**src/rtl/dm_port_arbiter_if.sv**
```systemverilog
// dm_port_arbiter_if
//   Bundles the two requester handshakes (CPU MEM stage, IO buffer engine)
//   and the external data-memory port shared between them.
//   slave  : arbiter view (takes requests + memory read data, drives acks,
//            read data and the memory address/data/write-enable).
//   master : environment view (requesters and memory model).
interface dm_port_arbiter_if #(
    parameter int AW = 8,
    parameter int DW = 8
);
    // CPU requester
    logic          cpu_req;
    logic          cpu_we;
    logic [AW-1:0] cpu_addr;
    logic [DW-1:0] cpu_wdata;
    logic [DW-1:0] cpu_rdata;
    logic          cpu_ack;
    logic          cpu_stall;
    // IO requester
    logic          io_req;
    logic          io_we;
    logic [AW-1:0] io_addr;
    logic [DW-1:0] io_wdata;
    logic [DW-1:0] io_rdata;
    logic          io_ack;
    // data-memory port
    logic [AW-1:0] address_DM;
    logic [DW-1:0] data_out_DM;
    logic          OUT_MW;
    logic [DW-1:0] data_in_DM;

    modport slave (
        input  cpu_req, cpu_we, cpu_addr, cpu_wdata,
        output cpu_rdata, cpu_ack, cpu_stall,
        input  io_req, io_we, io_addr, io_wdata,
        output io_rdata, io_ack,
        output address_DM, data_out_DM, OUT_MW,
        input  data_in_DM
    );

    modport master (
        output cpu_req, cpu_we, cpu_addr, cpu_wdata,
        input  cpu_rdata, cpu_ack, cpu_stall,
        output io_req, io_we, io_addr, io_wdata,
        input  io_rdata, io_ack,
        input  address_DM, data_out_DM, OUT_MW,
        output data_in_DM
    );
endinterface

```
**src/rtl/dm_port_arbiter.sv**
```systemverilog
// dm_port_arbiter
//   Shares the single data-memory port between the CPU MEM stage (high
//   priority) and the IO buffer engine (low priority, starvation guarded).
//   One transaction in flight: IDLE (arbitrate) -> ACCESS (drive memory)
//   -> [RDATA (return read data)] -> IDLE.
// Ports:
//   main_clk : rising-edge clock
//   rst      : asynchronous active-low reset
//   bus      : requester handshakes + memory port (dm_port_arbiter_if.slave)
module dm_port_arbiter #(
    parameter int AW       = 8,
    parameter int DW       = 8,
    parameter int MAX_WAIT = 4
) (
    input  logic                main_clk,
    input  logic                rst,
    dm_port_arbiter_if.slave    bus
);
    localparam logic [3:0] MAX_W = 4'(MAX_WAIT);

    typedef enum logic [1:0] {IDLE, ACCESS, RDATA} state_t;

    state_t        state_q, state_d;
    logic          owner_q;      // 0 = CPU, 1 = IO
    logic          we_q;
    logic [AW-1:0] addr_q;       // doubles as address_DM: holds between transactions
    logic [DW-1:0] wdata_q;      // doubles as data_out_DM
    logic [3:0]    starve_q;
    logic [DW-1:0] cpu_rdata_q;
    logic [DW-1:0] io_rdata_q;

    logic any_req;
    logic io_wins;
    logic done;

    // IO wins when alone, or when it has lost MAX_WAIT arbitrations in a row.
    assign any_req = bus.cpu_req | bus.io_req;
    assign io_wins = bus.io_req & (~bus.cpu_req | (starve_q == MAX_W));

    always_comb begin
        state_d = state_q;
        case (state_q)
            IDLE:    if (any_req) state_d = ACCESS;
            ACCESS:  state_d = we_q ? IDLE : RDATA;
            RDATA:   state_d = IDLE;
            default: state_d = IDLE;
        endcase
    end

    // Completion: writes finish in ACCESS, reads in RDATA. Decoded from
    // state so acks and OUT_MW fall asynchronously with reset.
    assign done = ((state_q == ACCESS) & we_q) | (state_q == RDATA);

    assign bus.cpu_ack     = done & ~owner_q;
    assign bus.io_ack      = done &  owner_q;
    assign bus.cpu_stall   = bus.cpu_req & ~bus.cpu_ack;
    assign bus.OUT_MW      = (state_q == ACCESS) & we_q;
    assign bus.address_DM  = addr_q;
    assign bus.data_out_DM = wdata_q;
    assign bus.cpu_rdata   = cpu_rdata_q;
    assign bus.io_rdata    = io_rdata_q;

    always_ff @(posedge main_clk or negedge rst) begin
        if (!rst) begin
            state_q     <= IDLE;
            owner_q     <= 1'b0;
            we_q        <= 1'b0;
            addr_q      <= '0;
            wdata_q     <= '0;
            starve_q    <= '0;
            cpu_rdata_q <= '0;
            io_rdata_q  <= '0;
        end else begin
            state_q <= state_d;

            if (state_q == IDLE) begin
                if (any_req) begin
                    owner_q <= io_wins;
                    we_q    <= io_wins ? bus.io_we    : bus.cpu_we;
                    addr_q  <= io_wins ? bus.io_addr  : bus.cpu_addr;
                    wdata_q <= io_wins ? bus.io_wdata : bus.cpu_wdata;
                end
                // Count only arbitrations IO actually contested and lost.
                if (!bus.io_req || io_wins)
                    starve_q <= '0;
                else if (starve_q != MAX_W)
                    starve_q <= starve_q + 4'd1;
            end

            // Memory read data is valid during ACCESS; register it so it
            // is visible to the owner in the RDATA/ack cycle.
            if (state_q == ACCESS && !we_q) begin
                if (owner_q) io_rdata_q  <= bus.data_in_DM;
                else         cpu_rdata_q <= bus.data_in_DM;
            end
        end
    end
endmodule

```
**src/flat_wrapper.sv**
```systemverilog
// flat-port wrapper written by rule: the top's interface ports become plain ports
module dm_port_arbiter_flat 
#(
    parameter int AW       = 8,
    parameter int DW       = 8,
    parameter int MAX_WAIT = 4
)
  (main_clk, rst, bus_cpu_req, bus_cpu_we, bus_cpu_addr, bus_cpu_wdata, bus_cpu_rdata, bus_cpu_ack, bus_cpu_stall, bus_io_req, bus_io_we, bus_io_addr, bus_io_wdata, bus_io_rdata, bus_io_ack, bus_address_DM, bus_data_out_DM, bus_OUT_MW, bus_data_in_DM);
  dm_port_arbiter_if #(.AW(AW), .DW(DW)) bus_i ();
  input  logic main_clk;
  input  logic rst;
  input wire logic [$bits(bus_i.cpu_req)-1:0] bus_cpu_req;
  input wire logic [$bits(bus_i.cpu_we)-1:0] bus_cpu_we;
  input wire logic [$bits(bus_i.cpu_addr)-1:0] bus_cpu_addr;
  input wire logic [$bits(bus_i.cpu_wdata)-1:0] bus_cpu_wdata;
  output wire logic [$bits(bus_i.cpu_rdata)-1:0] bus_cpu_rdata;
  output wire logic [$bits(bus_i.cpu_ack)-1:0] bus_cpu_ack;
  output wire logic [$bits(bus_i.cpu_stall)-1:0] bus_cpu_stall;
  input wire logic [$bits(bus_i.io_req)-1:0] bus_io_req;
  input wire logic [$bits(bus_i.io_we)-1:0] bus_io_we;
  input wire logic [$bits(bus_i.io_addr)-1:0] bus_io_addr;
  input wire logic [$bits(bus_i.io_wdata)-1:0] bus_io_wdata;
  output wire logic [$bits(bus_i.io_rdata)-1:0] bus_io_rdata;
  output wire logic [$bits(bus_i.io_ack)-1:0] bus_io_ack;
  output wire logic [$bits(bus_i.address_DM)-1:0] bus_address_DM;
  output wire logic [$bits(bus_i.data_out_DM)-1:0] bus_data_out_DM;
  output wire logic [$bits(bus_i.OUT_MW)-1:0] bus_OUT_MW;
  input wire logic [$bits(bus_i.data_in_DM)-1:0] bus_data_in_DM;
  assign bus_i.cpu_req = bus_cpu_req;
  assign bus_i.cpu_we = bus_cpu_we;
  assign bus_i.cpu_addr = bus_cpu_addr;
  assign bus_i.cpu_wdata = bus_cpu_wdata;
  assign bus_cpu_rdata = bus_i.cpu_rdata;
  assign bus_cpu_ack = bus_i.cpu_ack;
  assign bus_cpu_stall = bus_i.cpu_stall;
  assign bus_i.io_req = bus_io_req;
  assign bus_i.io_we = bus_io_we;
  assign bus_i.io_addr = bus_io_addr;
  assign bus_i.io_wdata = bus_io_wdata;
  assign bus_io_rdata = bus_i.io_rdata;
  assign bus_io_ack = bus_i.io_ack;
  assign bus_address_DM = bus_i.address_DM;
  assign bus_data_out_DM = bus_i.data_out_DM;
  assign bus_OUT_MW = bus_i.OUT_MW;
  assign bus_i.data_in_DM = bus_data_in_DM;
  dm_port_arbiter #(.AW(AW), .DW(DW), .MAX_WAIT(MAX_WAIT)) u_core (.main_clk(main_clk), .rst(rst), .bus(bus_i));
endmodule
```
**config.mk**
```make
export PLATFORM = sky130hd
export DESIGN_NAME = dm_port_arbiter_flat
export DESIGN_NICKNAME = d
export VERILOG_FILES = /design/src/rtl/dm_port_arbiter_if.sv /design/src/rtl/dm_port_arbiter.sv /design/src/flat_wrapper.sv
export SDC_FILE = /design/constraint.sdc
export NUM_CORES = 1
export LEC_CHECK = 0
export ABC_AREA = 1
export BUFFER_PORTS_ARGS = -buffer_cell sky130_fd_sc_hd__buf_2
export CORE_MARGIN = 2
export CORE_UTILIZATION = 45
export CTS_BUF_LIST = sky130_fd_sc_hd__clkbuf_8
export CTS_CLUSTER_DIAMETER = 120
export CTS_CLUSTER_SIZE = 16
export DETAILED_ROUTE_END_ITERATION = 7
export PLACE_DENSITY = 0.87
export SKIP_CTS_REPAIR_TIMING = 1
export SYNTH_ARGS = -nofsm -noshare
export SYNTH_HDL_FRONTEND = slang
export SYNTH_SLANG_ARGS = --single-unit
```
**constraint.sdc**
```tcl
create_clock -name main_clk -period 1.4 [get_ports main_clk]
set_clock_uncertainty 0.2 [all_clocks]
set_input_delay 0 -clock main_clk [delete_from_list [all_inputs] [get_ports main_clk]]
set_output_delay 0 -clock main_clk [all_outputs]
set_load 0.05 [all_outputs]
```
==> results by group <==
Placement
  • HPWL after detailed placement: 3207 µm
  • Area post-placement: 2624 µm²
  • Buffers on Ports: 81
  • Worst slack at placement: -0.05478 ns
  • Routability-driven placement congestion ratio: 0.8502

Detailed routing
  • Number of nets still failing antenna checks after routing: 0
  • Mean number of vias per cell: 5.319
  • Number of optimization iterations in the first detailed-route pass: 5
  • DR WL/cell: 18.45 µm
  • Detailed Route WL: 8340 µm
  • Number of DRC markers after the initial detailed-route iteration: 219
  • Vias after detailed routing: 2404
  • Count of unresolved DRC violations after routing: 0

Synthesis
  • Synth cell types: 20
  • Synth warn: 0
  • Proportion of register bits with asynchronous set or reset after synthesis: 1.000
  • Ranking of synthesized cells by area: sky130_fd_sc_hd__dfrtp_1 (49%), sky130_fd_sc_hd__nand2_1 (13%), sky130_fd_sc_hd__inv_1 (9.9%), sky130_fd_sc_hd__nand3_1 (9.5%), sky130_fd_sc_hd__o21ai_2 (7.2%)
  • Post-Synthesis Mean Instance Area: 8.125 µm²
  • Top cell type's share of synthesized area: 0.4869
  • Fraction of the yosys area taken by sequential cells: 0.4869
  • Mapped Area: 2056 µm²
  • Number of instances in the synthesized netlist: 253
  • Dominant register cell in the synthesized netlist: sky130_fd_sc_hd__dfrtp_1
  • Number of enable-type register cells in the synthesized netlist: 0
  • Cell taking the most area after synthesis: sky130_fd_sc_hd__dfrtp_1
  • Synth Net Count: 301
  • Register bit count reported by yosys: 40

Pwr
  • P_sw: 4.574 mW
  • Part of the total power dissipated in the clock network: 0.088
  • Combinational group share of total power: 0.647
  • Overall power: 8.404 mW
  • Standby leakage power: 1.974 nW
  • Power density relative to cell area: 2265 nW/µm²
  • Sequential group share of total power: 0.266
  • Peak ir drop on the vdd network: 1.315 mV
  • Internal power of the cells: 3.831 mW
  • Net switching share of the total power: 0.5442

Run status
  • Result of the run: finished, violations left
  • Violated checks: setup timing

Worst setup path
  • Slowest cell on the critical path: sky130_fd_sc_hd__dfrtp_1
  • Startpoint Class: flop
  • CP Data Arrival Time: 1.48 ns
  • Type of element capturing the critical path: output port
  • Worst setup path startpoint: u_core.state_q[0]
  • Reg2reg path depth: 8
  • Setup Crit Path Kind: flop to output port
  • Cell Chain, Critical Path: inv_2 > nor2_2 > nand2_1 > o21ai_1 > inv_2 > nor2_4 > nor2_2 > buf_6
  • Critical R2R Capture: u_core.bus.data_out_DM[0]
  • Reg-to-reg slack, setup: -0.25 ns
  • Crit path required time: 1.20 ns
  • FF-to-FF Start: u_core.starve_q[0]
  • Destination of the critical timing path: bus_cpu_stall
  • Largest stage delay on the critical path: 0.42 ns
  • Critical-path maximum fanout: 3

Finish
  • Layout cells sized above 1: 0.5050
  • Post-layout instance area: 3710 µm²
  • Final-stage net count: 448
  • Most used cells in the layout excluding fill and tap cells: sky130_fd_sc_hd__buf_2 (78), sky130_fd_sc_hd__nand2_1 (53), sky130_fd_sc_hd__inv_1 (51)
  • Area grow syn2layout: 80.46%
  • Antenna fix cells: 0
  • Most common library cell in the layout ignoring fill and taps: sky130_fd_sc_hd__buf_2

STA
  • Finish-stage setup viols: 42
  • Max Freq: 593.7 MHz
  • Max-slew violations: 0
  • Crit share post-route: 1.203
  • Setup repair after global routing missed its margin: yes
  • Worst max-slew margin expressed relative to the limit: 0.6129
  • Total count of hold-check failures in the final report: 0
  • Fin worst setup slack: -0.2843 ns
  • Minimum clock period after layout: 1.684 ns
  • Slew @ Worst Pin: 0.5806 ns

GRT
  • Vias in the first global route: 1821
  • Initial antenna violation count: 0
  • First-pass GRT wire length: 7521 µm
  • Aggregate global routing overflow: 0
  • Total track usage: 0.1820
  • Maximum number of pins on one net before global-route repair: 41

Die
  • Num rows: 24
  • Vertical die dimension: 71.59 µm
  • Num ports: 82
  • Initial core utilization: 0.4689
  • Total Die Area: 5125 µm²
  • CORE AREA: 4384 µm²
  • Die outline width: 71.59 µm

Clock tree
  • Clock-pin slew on the worst setup and hold paths: 0.08 ns
  • Cts bufs inserted: 5
  • Clock Tree Root: sky130_fd_sc_hd__clkbuf_8
  • TritonCTS clock tree: built
  • Sinks on Clock Net: 40
  • Insertion delay to the later sink of the worst-skew pair: 0.29 ns
  • Maximum level of the CTS H-tree: 2
  • Number of buffers on the longest clock path: 2

Hold path
  • Hold depth: 5
  • Path type of the worst min-delay path: input pin to flop

Job
  • Max cap viols: 0
stage by stage:
| step | cells | utilization | setup TNS, ns | hold WS [ns] |
|---|---|---|---|---|
| 6_report | 452 | 0.8462 | -8.084 | 0.01483 |
| 5_1_grt | 452 | 0.8462 | -9.847 | 0.05150 |
| 4_1_cts | 396 | 0.6162 | -2.321 | -0.4196 |
| 3_5_place_dp | 389 | 0.5985 | -0.7382 | -0.1107 |
| 3_3_place_gp | 389 | 0.5985 | -0.03939 | -0.1187 |
| 2_1_floorplan | 253 | - | -0.2319 | -0.4956 |
cell type report:
cell class,count,area (µm²)
Clock inverter,2,8.758
Clock buffer,5,68.82
Tap cell,52,65.06
Sequential cell,40,1002
Fill cell,195,674.4
Timing Repair Buffer,147,1145
Multi-Input combinational cell,150,1205
Inverter,56,215.2
metal layers:
metal / part of all wire / up-vias / track usage
met1: 0.36 / 1138 / 0.2308
met5: 0 / - / 0
met3: 0.065 / 44 / 0.03516
met2: 0.52 / 154 / 0.3169
li1: - / 1068 / -
met4: 0.049 / 0 / 0.05241
Yosys cell counts, types with 2 or more instances:
cell and count:
sky130_fd_sc_hd__buf_2 2, sky130_fd_sc_hd__buf_6 6, sky130_fd_sc_hd__dfrtp_1 40, sky130_fd_sc_hd__ha_1 2, sky130_fd_sc_hd__inv_1 54, sky130_fd_sc_hd__nand2_1 72, sky130_fd_sc_hd__nand2_2 3, sky130_fd_sc_hd__nand3_1 39
sky130_fd_sc_hd__nor2_1 6, sky130_fd_sc_hd__o21ai_0 3, sky130_fd_sc_hd__o21ai_2 17
critical path: cells and delay by family (launching register included):
kind / cells / cell delay, ns
compound gates: 1 / 0.10
simple gates: 4 / 0.37
flops: 1 / 0.42
buf+inv: 3 / 0.28
worst min path at each step:
stage,slack (ns),to,startpoint
floorplan,-0.50,u_core.bus.address_DM[0],rst
global placement,-0.12,u_core.bus.address_DM[7],rst
detailed placement,-0.11,u_core.bus.address_DM[7],rst
CTS,-0.42,u_core.bus.address_DM[7],rst
global route,0.05,u_core.starve_q[0],bus_cpu_req
finish,0.01,u_core.starve_q[0],bus_cpu_req
kinds of logic (layout without fill, tap and decap cells):
logic type | count (synthesis) | after routing | synth area share
fa+ha+maj | 2 | 2 | 0.01217
buf+inv | 65 | 210 | 0.1449
flops | 40 | 40 | 0.4869
compound gates | 21 | 21 | 0.08216
xor+xnor | 2 | 2 | 0.008523
simple gates | 123 | 125 | 0.2654
state kept, by name (all words and copies together) (netlist names):
register and count:
u_core.bus.address_DM 8, u_core.bus.cpu_rdata 8, u_core.bus.data_out_DM 8, u_core.bus.io_rdata 8
u_core.starve_q 4, u_core.state_q 2, u_core.owner_q 1, u_core.we_q 1
power groups by stage:
stage          clock network [mW]  registers, mW  logic (mW)
4_1_cts                     0.714           2.06        4.26
2_1_floorplan                   0           3.67        1.63
3_3_place_gp                    0           2.06        4.16
6_report                    0.736           2.23        5.44
3_5_place_dp                    0           2.07        4.26
5_1_grt                     0.780           2.28        5.71
Note: power is estimated with default switching activity, not from simulation.
